**config.mk**
```make
export PLATFORM = sky130hd
export DESIGN_NAME = arcade_input_ctrl
export DESIGN_NICKNAME = d
export VERILOG_FILES = /design/src/rtl/arcade_input_pkg.sv /design/src/rtl/arcade_input_ctrl_coin_pulser.sv /design/src/rtl/arcade_input_ctrl.sv
export SDC_FILE = /design/constraint.sdc
export NUM_CORES = 1
export LEC_CHECK = 0
export CELL_PAD_IN_SITES_DETAIL_PLACEMENT = 2
export CELL_PAD_IN_SITES_GLOBAL_PLACEMENT = 2
export CORE_UTILIZATION = 27
export CTS_CLUSTER_SIZE = 24
export DETAILED_ROUTE_END_ITERATION = 6
export HOLD_SLACK_MARGIN = 0.06
export PLACE_DENSITY_LB_ADDON = 0.1
export SYNTH_ARGS = -nofsm -noshare
export SYNTH_HDL_FRONTEND = slang
export SYNTH_SLANG_ARGS = --single-unit
```
**constraint.sdc**
```tcl
create_clock -name clk_sys -period 2.6 [get_ports clk_sys]
set_input_delay 0.52 -clock clk_sys [delete_from_list [all_inputs] [get_ports clk_sys]]
set_output_delay 0.52 -clock clk_sys [all_outputs]
set_load 0.03 [all_outputs]
```
**src/rtl/arcade_input_pkg.sv**
```systemverilog
// Arcade input controller shared definitions.
// Holds the coin FSM state type, the bit positions of each button in a
// player's joy_in word, the loader index that targets the DIP switch banks,
// and the helper that maps a registered joy byte onto the seven non-coin
// ctrl_out bits.
package arcade_input_pkg;

    typedef enum logic [1:0] {
        IDLE    = 2'd0,
        PULSE   = 2'd1,
        HOLDOFF = 2'd2
    } coin_state_t;

    // Bit positions inside a player's joy_in byte (active high)
    localparam int JOY_RIGHT = 0;
    localparam int JOY_LEFT  = 1;
    localparam int JOY_DOWN  = 2;
    localparam int JOY_UP    = 3;
    localparam int JOY_B1    = 4;
    localparam int JOY_B2    = 5;
    localparam int JOY_START = 6;
    localparam int JOY_COIN  = 7;

    localparam logic [7:0] DSW_IOCTL_INDEX = 8'd254;

    // Returns {start, b2, b1, down, right, left, up}. With socd set, opposing
    // directions pressed together cancel to neutral.
    function automatic logic [6:0] joy_to_ctrl(input logic [7:0] j, input logic socd);
        logic lr_clash;
        logic ud_clash;
        lr_clash = socd & j[JOY_LEFT] & j[JOY_RIGHT];
        ud_clash = socd & j[JOY_UP] & j[JOY_DOWN];
        return {j[JOY_START], j[JOY_B2], j[JOY_B1],
                j[JOY_DOWN]  & ~ud_clash,
                j[JOY_RIGHT] & ~lr_clash,
                j[JOY_LEFT]  & ~lr_clash,
                j[JOY_UP]    & ~ud_clash};
    endfunction

endpackage

```
**src/rtl/arcade_input_ctrl_coin_pulser.sv**
```systemverilog
// coin_pulser: one player's coin pulse shaper.
// A rising coin edge (while not locked out) produces a pulse of exactly
// COIN_PULSE cycles, followed by a holdoff of at least COIN_HOLDOFF cycles
// that only ends once the coin input has been released.
// Ports:
//   clk_i        system clock
//   rst_ni       synchronous active-low reset
//   sample_vld_i coin_i holds a real sample (low on the first cycle after reset)
//   coin_i       registered coin input
//   lockout_i    blocks new pulses from starting
//   pulse_o      coin output, high while in PULSE
//   start_o      high in the cycle the FSM commits to IDLE->PULSE
module coin_pulser
    import arcade_input_pkg::*;
#(
    parameter logic [15:0] COIN_PULSE   = 16'd4800,
    parameter logic [15:0] COIN_HOLDOFF = 16'd4800
) (
    input  logic clk_i,
    input  logic rst_ni,
    input  logic sample_vld_i,
    input  logic coin_i,
    input  logic lockout_i,
    output logic pulse_o,
    output logic start_o
);

    coin_state_t state_q, state_d;
    logic [15:0] cnt_q, cnt_d;
    // Set only after a genuine low sample, so a coin held through reset
    // release (or through a locked-out edge) must be released before it counts.
    logic        armed_q, armed_d;

    always_ff @(posedge clk_i) begin
        if (!rst_ni) begin
            state_q <= IDLE;
            cnt_q   <= '0;
            armed_q <= 1'b0;
        end else begin
            state_q <= state_d;
            cnt_q   <= cnt_d;
            armed_q <= armed_d;
        end
    end

    always_comb begin
        state_d = state_q;
        cnt_d   = cnt_q;
        start_o = 1'b0;
        armed_d = sample_vld_i & ~coin_i;
        case (state_q)
            IDLE: begin
                if (coin_i && armed_q && !lockout_i) begin
                    state_d = PULSE;
                    cnt_d   = '0;
                    start_o = 1'b1;
                end
            end
            PULSE: begin
                if (cnt_q >= COIN_PULSE - 16'd1) begin
                    state_d = HOLDOFF;
                    cnt_d   = '0;
                end else begin
                    cnt_d = cnt_q + 16'd1;
                end
            end
            HOLDOFF: begin
                if (cnt_q >= COIN_HOLDOFF && !coin_i) begin
                    state_d = IDLE;
                    cnt_d   = '0;
                end else if (cnt_q != 16'hFFFF) begin
                    // Saturate so a long-held coin cannot wrap the count
                    cnt_d = cnt_q + 16'd1;
                end
            end
            default: begin
                state_d = IDLE;
                cnt_d   = '0;
            end
        endcase
    end

    assign pulse_o = (state_q == PULSE);

endmodule

```
**src/rtl/arcade_input_ctrl.sv**
```systemverilog
// arcade_input_ctrl: player input conditioning and DIP switch storage.
// joy_in is registered once, remapped, and registered again onto ctrl_out.
// Each player's coin goes through a coin_pulser; coin_count totals pulses.
// DIP banks are written by the loader at index 254.
// Optional feature: define INPUT_SOCD_EN to neutralise opposing directions
// (left+right, up+down) pressed together; otherwise directions pass through.
// Ports:
//   clk_sys      system clock
//   reset_n      synchronous active-low reset
//   joy_in       16 bits per player, low byte used (right,left,down,up,b1,b2,start,coin)
//   coin_lockout blocks new coin pulses
//   ioctl_*      loader write port (wr strobe, index, byte address, data)
//   ctrl_out     8 bits per player {coin,start,b2,b1,down,right,left,up}
//   dsw_out      DIP banks, bank b at [8b+7:8b]
//   dsw_valid    set once bank 0 has been written
//   coin_count   wrapping total of coin pulses issued
module arcade_input_ctrl
    import arcade_input_pkg::*;
#(
    parameter int                     NUM_PLAYERS  = 2,
    parameter int                     DSW_BANKS    = 1,
    parameter logic [8*DSW_BANKS-1:0] DSW_DEFAULT  = '1,
    parameter logic [15:0]            COIN_PULSE   = 16'd4800,
    parameter logic [15:0]            COIN_HOLDOFF = 16'd4800,
    parameter bit                     ACTIVE_LOW   = 1'b0
) (
    input  logic                      clk_sys,
    input  logic                      reset_n,
    input  logic [16*NUM_PLAYERS-1:0] joy_in,
    input  logic                      coin_lockout,
    input  logic                      ioctl_wr,
    input  logic [7:0]                ioctl_index,
    input  logic [26:0]               ioctl_addr,
    input  logic [15:0]               ioctl_dout,
    output logic [8*NUM_PLAYERS-1:0]  ctrl_out,
    output logic [8*DSW_BANKS-1:0]    dsw_out,
    output logic                      dsw_valid,
    output logic [7:0]                coin_count
);

`ifdef INPUT_SOCD_EN
    localparam bit SOCD_EN = 1'b1;
`else
    localparam bit SOCD_EN = 1'b0;
`endif

    localparam logic [3:0] BANKS_L = 4'(DSW_BANKS);

    logic [8*NUM_PLAYERS-1:0] joy_d, joy_q;
    logic [7*NUM_PLAYERS-1:0] ctrl_d, ctrl_q;
    logic                     in_vld_q;
    logic [NUM_PLAYERS-1:0]   coin_pulse;
    logic [NUM_PLAYERS-1:0]   coin_start;
    logic [7:0]               coin_inc;
    logic [7:0]               count_d, count_q;
    logic [8*DSW_BANKS-1:0]   dsw_d, dsw_q;
    logic                     dsw_valid_d, dsw_valid_q;
    logic [8*NUM_PLAYERS-1:0] joy_hi_unused;
    logic                     unused_bits;

    genvar p;
    generate
        for (p = 0; p < NUM_PLAYERS; p++) begin : g_player
            assign joy_d[8*p +: 8]         = joy_in[16*p +: 8];
            assign joy_hi_unused[8*p +: 8] = joy_in[16*p+8 +: 8];
            assign ctrl_d[7*p +: 7]        = joy_to_ctrl(joy_q[8*p +: 8], SOCD_EN);

            coin_pulser #(
                .COIN_PULSE   (COIN_PULSE),
                .COIN_HOLDOFF (COIN_HOLDOFF)
            ) u_coin (
                .clk_i        (clk_sys),
                .rst_ni       (reset_n),
                .sample_vld_i (in_vld_q),
                .coin_i       (joy_q[8*p + JOY_COIN]),
                .lockout_i    (coin_lockout),
                .pulse_o      (coin_pulse[p]),
                .start_o      (coin_start[p])
            );

            // Coin bit comes straight from the FSM state register, so it
            // lines up with the other bits two cycles after joy_in.
            assign ctrl_out[8*p +: 8] = {coin_pulse[p], ctrl_q[7*p +: 7]} ^ {8{ACTIVE_LOW}};
        end
    endgenerate

    assign unused_bits = ^{ioctl_addr[26:25], ioctl_dout[15:8], joy_hi_unused};

    always_comb begin
        coin_inc = '0;
        for (int i = 0; i < NUM_PLAYERS; i++) begin
            coin_inc = coin_inc + {7'd0, coin_start[i]};
        end
        count_d = count_q + coin_inc;
    end

    always_comb begin
        dsw_d       = dsw_q;
        dsw_valid_d = dsw_valid_q;
        if (ioctl_wr && ioctl_index == DSW_IOCTL_INDEX &&
            ioctl_addr[24:3] == 22'd0 && {1'b0, ioctl_addr[2:0]} < BANKS_L) begin
            for (int b = 0; b < DSW_BANKS; b++) begin
                if (ioctl_addr[2:0] == 3'(b)) begin
                    dsw_d[8*b +: 8] = ioctl_dout[7:0];
                end
            end
            if (ioctl_addr[2:0] == 3'd0) begin
                dsw_valid_d = 1'b1;
            end
        end
    end

    always_ff @(posedge clk_sys) begin
        if (!reset_n) begin
            joy_q       <= '0;
            ctrl_q      <= '0;
            in_vld_q    <= 1'b0;
            count_q     <= '0;
            dsw_q       <= DSW_DEFAULT;
            dsw_valid_q <= 1'b0;
        end else begin
            joy_q       <= joy_d;
            ctrl_q      <= ctrl_d;
            in_vld_q    <= 1'b1;
            count_q     <= count_d;
            dsw_q       <= dsw_d;
            dsw_valid_q <= dsw_valid_d;
        end
    end

    assign dsw_out    = dsw_q;
    assign dsw_valid  = dsw_valid_q;
    assign coin_count = count_q;

endmodule
```
== Word level (Yosys, flattened, before mapping) ==
Cells that the tools add are included.

* Bits in registers: 86

* $add $sub $neg: 4
* Magnitude comparators: 5
* Equal/unequal tests: 15
* Mux-type cells: 23
* Bitwise operators: 4
* Reductions and logical operators: 21

{| class="wikitable"
|+ Operator list
! kind !! count
|-
| $mux 16 || 8
|-
| $pmux 16 s3 || 2
|-
| $ge 16x13->1 const B || 4
|-
| $add 16x1->16 const B || 2
|-
| $ne 16x16->1 const B || 2
|-
| $logic_not 22->1 || 1
|-
| $mux 2 || 6
|-
| $pmux 2 s3 || 2
|-
| $logic_and 1x1->1 || 9
|-
| $add 8x2->8 || 1
|-
| $eq 8x8->1 const B || 1
|-
| $ne 2x1->1 const B || 4
|-
| $ne 3x1->1 const B || 2
|-
| $reduce_and 2->1 || 3
|-
| $reduce_and 3->1 || 2
|-
| $mux 1 || 5
|-
| $eq 2x1->1 const B || 2
|-
| $eq 2x2->1 const B || 2
|-
| $logic_not 2->1 || 2
|-
| $ne 2x2->1 const B || 2
|-
| $logic_not 1->1 || 3
|-
| $logic_not 3->1 || 1
|-
| $lt 3x1->1 const B || 1
|-
| $add 1x1->2 || 1
|-
| 2 further kinds || 4
|}

== Logic depth before layout (Yosys ltp) ==
Gate-level depths: netlist (run 1).

* Word-level depth: 6
* Depth in mapped cells: 12

== Cells and area by module ==
From an unflattened synthesis (run 1), not the netlist that was laid out.

* Cells, all modules: 446
* Area, all modules: 4112.7 sq um

{| class="wikitable"
|+ Modules (own cells, without submodules)
! module !! instances !! cells an instance !! area each (sq um)
|-
| coin_pulser || 2 || 147 || 1233.7
|-
| arcade_input_ctrl || 1 || 152 || 1645.3
|}

== Worst setup path before layout (run 1) ==
No wires, ideal clock.

* Path type: register to register
* From: register g_player[0].u_coin.state_q[0]
* To: register count_q[6], in the netlist coin_count[6]
* Setup time: 0.128 ns
* Data arrival time: 2.098 ns
* Required time: 2.472 ns
* Slack: 0.374 ns
* Cell stages (with the launch flop): 13
* Period minus slack after synthesis: 2.226 ns
* Path through: dfxtp_1 -> inv_1 -> ha_1 -> inv_1 -> nor2_1 -> ha_1 -> ha_1 -> inv_1 -> fa_1 -> nor2b_1 -> nand4_1 -> xor2_1 -> nor2_1

* Word-level cells in the longest chain between the ends: 4

{| class="wikitable"
|+ Ends and longest elaborated chain
! what !! RTL line !! text
|-
| start, declared || arcade_input_ctrl_coin_pulser.sv:28 || <nowiki>coin_state_t state_q, state_d;</nowiki>
|-
| start signal, assigned || arcade_input_ctrl_coin_pulser.sv:40 || <nowiki>state_q <= state_d;</nowiki>
|-
| $logic_not 2->1 || arcade_input_ctrl_coin_pulser.sv:51 || <nowiki>case (state_q)</nowiki>
|-
| $mux 1 || arcade_input_ctrl_coin_pulser.sv:51 ||
|-
| $add 1x1->2 || arcade_input_ctrl.sv:92 || <nowiki>coin_inc = coin_inc + {7'd0, coin_start[i]};</nowiki>
|-
| $add 8x2->8 || arcade_input_ctrl.sv:94 || <nowiki>count_d = count_q + coin_inc;</nowiki>
|-
| end signal, assigned || arcade_input_ctrl.sv:125 || <nowiki>count_q <= count_d;</nowiki>
|-
| end, declared || arcade_input_ctrl.sv:55 || <nowiki>logic [7:0] count_d, count_q;</nowiki>
|}

Every way passes these cells.
A chain may end at the register's enable or synchronous reset.

== Worst setup path after layout (run 1) ==
Ends and elaborated chain as after synthesis.

==> metrics, run 1 <==
Async S/R FF share, synth 0%; effective utilization at floorplan 28.2%; WP data arrival 2.64 ns; xor and xnor area share after synthesis 4.84%; number of nets produced by synthesis 510; Worst setup EP type register; proportion of layout cells with a drive suffix above 1 8.53%; met2 routing resource usage after global routing 28.1%; worst-case headroom to the max-slew limit 59.8%; compound-cell area share of the yosys netlist 12.7%; Area Overhead vs Synth 39.6%; via count of the first global-routing pass 3,696; total of buffers placed on input and output ports 93; largest voltage drop on the vdd net 0.283 mV; leading area contributor after synthesis sky130_fd_sc_hd__dfxtp_1; Routed Wire Length 10,900 um; Detail Route Antenna Nets 0; most frequent standard cell in the layout excluding fill and tap cells sky130_fd_sc_hd__clkdlybuf4s50_1; met3 Track Usage GR 6.60%; diode insertion count for antenna repair 0; crit path time final 2.41 ns; cell count after synthesis 408; switch share 27.0%; number of warnings printed during yosys synthesis 0; clock edge transition at the registers on the reported setup and hold paths 0.07 ns; Die Y-Extent 121 um; DRC violation total after the first TritonRoute iteration 87; H-Tree Depth 3; DRC errors left 0; reported net switching power 0.830 mW; standard-cell rows 42; final global-route overflow total 0; CP Launch Type register; number of iterations in the first detailed-routing pass 4; post-synthesis share of cell area spent on full adders, half adders and majority gates 5.13%; flop and latch count out of synthesis 86; fin area 5310 um2; met1 Resource Use GR 17.9%; top cells by area in the synthesized netlist sky130_fd_sc_hd__dfxtp_1, sky130_fd_sc_hd__and2_1, sky130_fd_sc_hd__ha_1; largest fanout on the critical path 5; number of placed I/O pins 120; Via-to-Cell Ratio 4.87; TritonCTS clock tree done; Final Wtd Congestion 0.715; global-route wire length before repair 18,400 um; DP Area 5000 um2; Worst Clk Skew 0.00592 ns; final worst path period share 92.7%; number of buffers between clock root and the deepest sink 2; Max Freq 415 MHz; final number of hold-violating endpoints 0; DR vias 3,367; Comb power frac 13.4%; Synth top area share 45.3%; Seq pwr share 44.5%; required arrival time at the worst endpoint 2.83 ns; number of antenna violations at the first check in global routing 0; largest net degree at the start of global routing 22; layer carrying the most global-route usage met2; Post CTS Setup Buffer Count 0; post-cts repair resize count 0; Setup Viol. Count Final 0; classification of the worst setup path register to register; number of clock buffers inserted by TritonCTS 9; dominant combinational cell family by area after synthesis simple AND/OR/NAND/NOR gates; transition time at the pin with the least slew margin 0.587 ns; highest-count cells in the layout ignoring fill and taps sky130_fd_sc_hd__clkdlybuf4s50_1, sky130_fd_sc_hd__dfxtp_1, sky130_fd_sc_hd__nor2_1; max-cap violations 0; total design power 3.07 mW; mux contribution to synthesized area 2.63%; HPWL after DPL 8110 um; area of the die 14,600 um2; Core Area 13,500 um2; Root Driver sky130_fd_sc_hd__clkbuf_16; number of max-slew violations in the final report 0; GRT Util Overall 16.3%; fraction of the yosys area taken by sequential cells 45.3%; leakage power summed over all cells 1.82 nW; result of the run finished, final reports clean; nets 613; proportion of power drawn by the clock network 42.1%; worst skew pair latency 0.35 ns; average routed wire per standard cell 15.7 um; Unique masters post-synth 51; dominant register cell in the synthesized netlist sky130_fd_sc_hd__dfxtp_1; type of the worst min-delay path register to register; die width 121 um; average instance area after synthesis 9.32 um2; post-synthesis instance area 3800 um2; total clock sinks 86; Synth Area in Simple Gates 24.8%; number of buffers added to fix hold violations after cts 0; number of synthesized flops with an enable pin 0; Power Density 579 nW/um2; Internal Dissipation 2.24 mW
-- synth_stat cells, drive strengths merged, types with 2 or more instances --
| cell type | count |
|---|---|
| o211a | 3 |
| a2111oi | 2 |
| a21o | 2 |
| nand3 | 13 |
| or3b | 2 |
| o21ai | 13 |
| buf | 8 |
| nor3 | 4 |
| xnor2 | 18 |
| inv | 19 |
| clkbuf | 11 |
| ha | 14 |
| o32a | 2 |
| nor2b | 2 |
| and2 | 34 |
| or3 | 9 |
| or4 | 9 |
| nand4 | 10 |
| nor4 | 8 |
| a21oi | 20 |
| nand2 | 24 |
| xor2 | 3 |
| o31ai | 7 |
| and4 | 5 |
| nor4b | 3 |
| nor2 | 36 |
| a211oi | 8 |
| mux2i | 10 |
| nand3b | 5 |
| o211ai | 5 |
| dfxtp | 86 |
-- metrics by stage --
stage	setup TNS [ns]	setup slack [ns]	utilization [%]	instances	hold WS, ns
finish	0	0.189	39.3	692	0.439
floorplan	0	0.374	-	408	0.412
detailed placement	-0.653	-0.224	37.1	676	0.426
global placement	-0.307	-0.183	37.1	676	0.414
global route	-0.0201	-0.0201	39.3	692	0.456
CTS	0	0.113	39.3	692	0.443
-- registers in the layout, summed over array words and instances, names as in the netlist --
name                     flops
ctrl_q                      14
dsw_valid                    1
in_vld_q                     1
dsw_out                      8
g_player.u_coin.state_q      4
g_player.u_coin.armed_q      2
g_player.u_coin.cnt_q       32
coin_count                   8
joy_q                       16
-- layout make-up --
| cell class | count | area [um2] |
|---|---|---|
| fill | 1517 | 8200 |
| sequential | 86 | 1720 |
| inverter | 19 | 71.3 |
| clock inverter | 7 | 72.6 |
| multi-input combinational | 284 | 1920 |
| timing repair buffer | 111 | 1080 |
| clock buffer | 9 | 225 |
| tap | 176 | 220 |
-- cell families after synthesis --
family	count (synthesis)
AND/OR/NAND/NOR	170
AO/OA/AOI/OAI	68
multiplexers	10
flip-flops	86
buffers and inverters	38
adder cells (fa/ha/maj)	15
XOR/XNOR	21
-- power by group through the flow --
stage	clock network (mW)	logic, mW	registers, mW
after detailed placement	0	0.415	1.40
after floorplan	0	0.185	1.41
final	1.29	0.412	1.37
after global placement	0	0.402	1.40
after CTS	1.34	0.419	1.37
after global routing	1.39	0.452	1.37
-- worst max-delay path, stage by stage, from the launching register on --
cell and delay [ns]:
sky130_fd_sc_hd__dfxtp_2 0.36, sky130_fd_sc_hd__inv_1 0.07, sky130_fd_sc_hd__ha_1 0.26, sky130_fd_sc_hd__inv_1 0.13, sky130_fd_sc_hd__nor2_1 0.07, sky130_fd_sc_hd__ha_1 0.28, sky130_fd_sc_hd__ha_1 0.15, sky130_fd_sc_hd__inv_1 0.06
sky130_fd_sc_hd__fa_1 0.40, sky130_fd_sc_hd__nor2b_2 0.17, sky130_fd_sc_hd__nand4_1 0.13, sky130_fd_sc_hd__xor2_1 0.16, sky130_fd_sc_hd__nor2_1 0.05
-- layer usage --
metal  up-vias  share of wire (%)
met5         -                  0
met4         0                1.4
met3        12                7.0
met2        60                 49
met1      1650                 42
li1       1645                  -
-- final timing paths --
check | from | end | slack [ns] | cells after the start
setup reg to reg | g_player[0].u_coin.state_q[0] | coin_count[6] | 0.19 | 12
setup / recovery | g_player[0].u_coin.state_q[0] | coin_count[6] | 0.19 | 12
hold / removal | joy_q[2] | ctrl_q[3] | 0.44 | 1
hold reg to reg | joy_q[2] | ctrl_q[3] | 0.44 | 1
Note: power is estimated with default switching activity, not from simulation.
==> run 2, diff against run 1 <==
- CORE_ASPECT_RATIO: unset -> 0.6
- CTS_CLUSTER_SIZE: 24 -> unset
==> metrics, run 2 (synthesis gave the netlist of run 1 again) <==
most frequent standard cell in the layout excluding fill and tap cells sky130_fd_sc_hd__clkdlybuf4s50_1; global-route wire length before repair 18,500 um; effective utilization at floorplan 27.7%; standard-cell rows 33; launch instance of the worst register-to-register path g_player[0].u_coin.state_q[0]; area of the die 14,600 um2; required arrival time at the worst endpoint 2.82 ns; Root Driver sky130_fd_sc_hd__clkbuf_16; TritonCTS clock tree done; clock edge transition at the registers on the reported setup and hold paths 0.07 ns; final number of hold-violating endpoints 0; setup slack on the worst flop-to-flop path 0.21 ns; depth of the worst register-to-register path 12; diode insertion count for antenna repair 0; critical path buffer and inverter count 2; WP data arrival 2.66 ns; Setup Viol. Count Final 0; DP Area 4980 um2; most flop-heavy register g_player.u_coin.cnt_q; max-cap violations 0; kind of cell adding the most delay to the critical path adder cells; fin area 5280 um2; number of standard cells in the final layout excluding fillers 700; total clock sinks 86; Routed Wire Length 11,400 um; worst skew pair latency 0.35 ns; number of buffers added to fix hold violations after cts 0; via count of the first global-routing pass 3,542; DR vias 3,326; average routed wire per standard cell 16.3 um; highest-count cells in the layout ignoring fill and taps sky130_fd_sc_hd__clkdlybuf4s50_1, sky130_fd_sc_hd__dfxtp_1, sky130_fd_sc_hd__nor2_1; type of the worst min-delay path register to register; biggest registers after layout g_player.u_coin.cnt_q: 32 flops, joy_q: 16 flops, ctrl_q: 14 flops; Worst setup EP type register; Final Wtd Congestion 0.723; worst-case headroom to the max-slew limit 60.2%; Area Overhead vs Synth 38.8%; CP Launch Type input port; number of buffers between clock root and the deepest sink 2; largest fanout on the critical path 3; classification of the worst setup path input port to register; Via-to-Cell Ratio 4.75; transition time at the pin with the least slew margin 0.596 ns; result of the run finished, final reports clean; nets 605; number of iterations in the first detailed-routing pass 4; H-Tree Depth 3; GRT Util Overall 16.7%; HPWL after DPL 8860 um; total of buffers placed on input and output ports 93; setup repair after global routing missed its margin false; Post-Route Hold Slack 0.435 ns; largest voltage drop on the vdd net 0.324 mV; final global-route overflow total 0; leakage power summed over all cells 1.79 nW; endpoint of the most critical register-to-register path coin_count[6]; number of placed I/O pins 120; delay of the slowest cell on the worst path 0.50 ns; cell depth of the worst hold path 1; Core Util, Final 38.5%; Core Area 13,700 um2; largest net degree at the start of global routing 39; number of max-slew violations in the final report 0; final worst path period share 94.1%; Max Freq 409 MHz; Die Y-Extent 93.9 um; number of clock buffers inserted by TritonCTS 9; crit path cell chain clkdlybuf4s50_1 -> nand3b_1 -> nor2_1 -> ha_1 -> ha_1 -> inv_1 -> fa_1 -> nor2b_2 -> nand4_1 -> xor2_1 -> nor2_1; DRC errors left 0; number of antenna violations at the first check in global routing 0; number of cells in the design after placement 684; die width 155 um; master of the slowest instance on the critical path sky130_fd_sc_hd__clkdlybuf4s50_1; Power Density 581 nW/um2; worst min-delay path startpoint joy_q[6]; crit path time final 2.45 ns; number of flip-flops under the largest register name 32; endpoint of the worst hold path ctrl_q[6]; DRC violation total after the first TritonRoute iteration 75; proportion of layout cells with a drive suffix above 1 7.09%; Worst Clk Skew 0.0115 ns; Detail Route Antenna Nets 0
-- run 2: cell count changes in the layout (fill, tap and decap cells not counted) --
cell / change
sky130_fd_sc_hd__clkinv_8: -1
sky130_fd_sc_hd__inv_8: +2
sky130_fd_sc_hd__buf_12: +1
sky130_fd_sc_hd__buf_4: -9
sky130_fd_sc_hd__inv_6: -1
-- run 2: timing repair --
action | in CTS | in global routing
setup endpoints to repair | 0 | 2
gates resized for setup | 0 | 2
buffers inserted | 0 | 0
-- run 2: area by class of cell --
type	instances	area, um2
clock buffer	9	225
clock inverter	7	70.1
fill	1539	8430
inverter	19	71.3
multi-input combinational	284	1920
sequential	86	1720
tap	192	240
timing repair buffer	103	1030
-- run 2: report_power, final --
| group | leakage [nW] | total, mW | switching [mW] | internal (mW) |
|---|---|---|---|---|
| Combinational | 0.943 | 0.410 | 0.201 | 0.208 |
| Clock | 0.144 | 1.29 | 0.607 | 0.680 |
| Sequential | 0.701 | 1.37 | 0.0176 | 1.35 |
| Total | 1.79 | 3.07 | 0.826 | 2.24 |
-- run 2: worst reg2reg max path, delay by kind of cell, from the launching register on --
kind                       cells  cell delay (ns)
adders and majority gates      4             1.05
and+or+nand+nor                4             0.42
DFF                            1             0.36
buffers and inverters          3             0.25
xor gates and xnor gates       1             0.18
-- run 2: layer usage --
metal  wire length (um)  share of wire [%]  vias up  track usage [%]
met3               1170                 10       14             7.56
met2               4490                 39      102             24.5
met1               5640                 49     1593             21.9
met5                  0                  0        -                0
met4                140                1.2        0             4.90
li1                   -                  -     1617                -
-- run 2: how the worst max path moves through the flow --
stage | startpoint | to | slack, ns | cells after the start
6_report | coin_lockout | coin_count[6] | 0.15 | 11
5_1_grt | g_player[0].u_coin.state_q[1] | coin_count[6] | 0.003 | 12
4_1_cts | coin_lockout | coin_count[6] | 0.07 | 11
3_5_place_dp | coin_lockout | coin_count[6] | -0.27 | 11
3_3_place_gp | coin_lockout | coin_count[6] | -0.18 | 11
2_1_floorplan | g_player[0].u_coin.state_q[0] | coin_count[6] | 0.37 | 12
-- run 2: per-stage QoR --
step	setup TNS, ns	setup WS (ns)	power, mW
CTS	0	0.0700	3.12
global route	0	0.00284	3.21
floorplan	0	0.374	1.60
detailed placement	-0.557	-0.273	1.82
finish	0	0.153	3.07
global placement	-0.299	-0.182	1.80
==> run 3, diff against run 2 <==
- TNS_END_PERCENT: unset -> 10
==> results of run 3 <==
No change in the layout: final DEF, timing and power equal those of run 2.
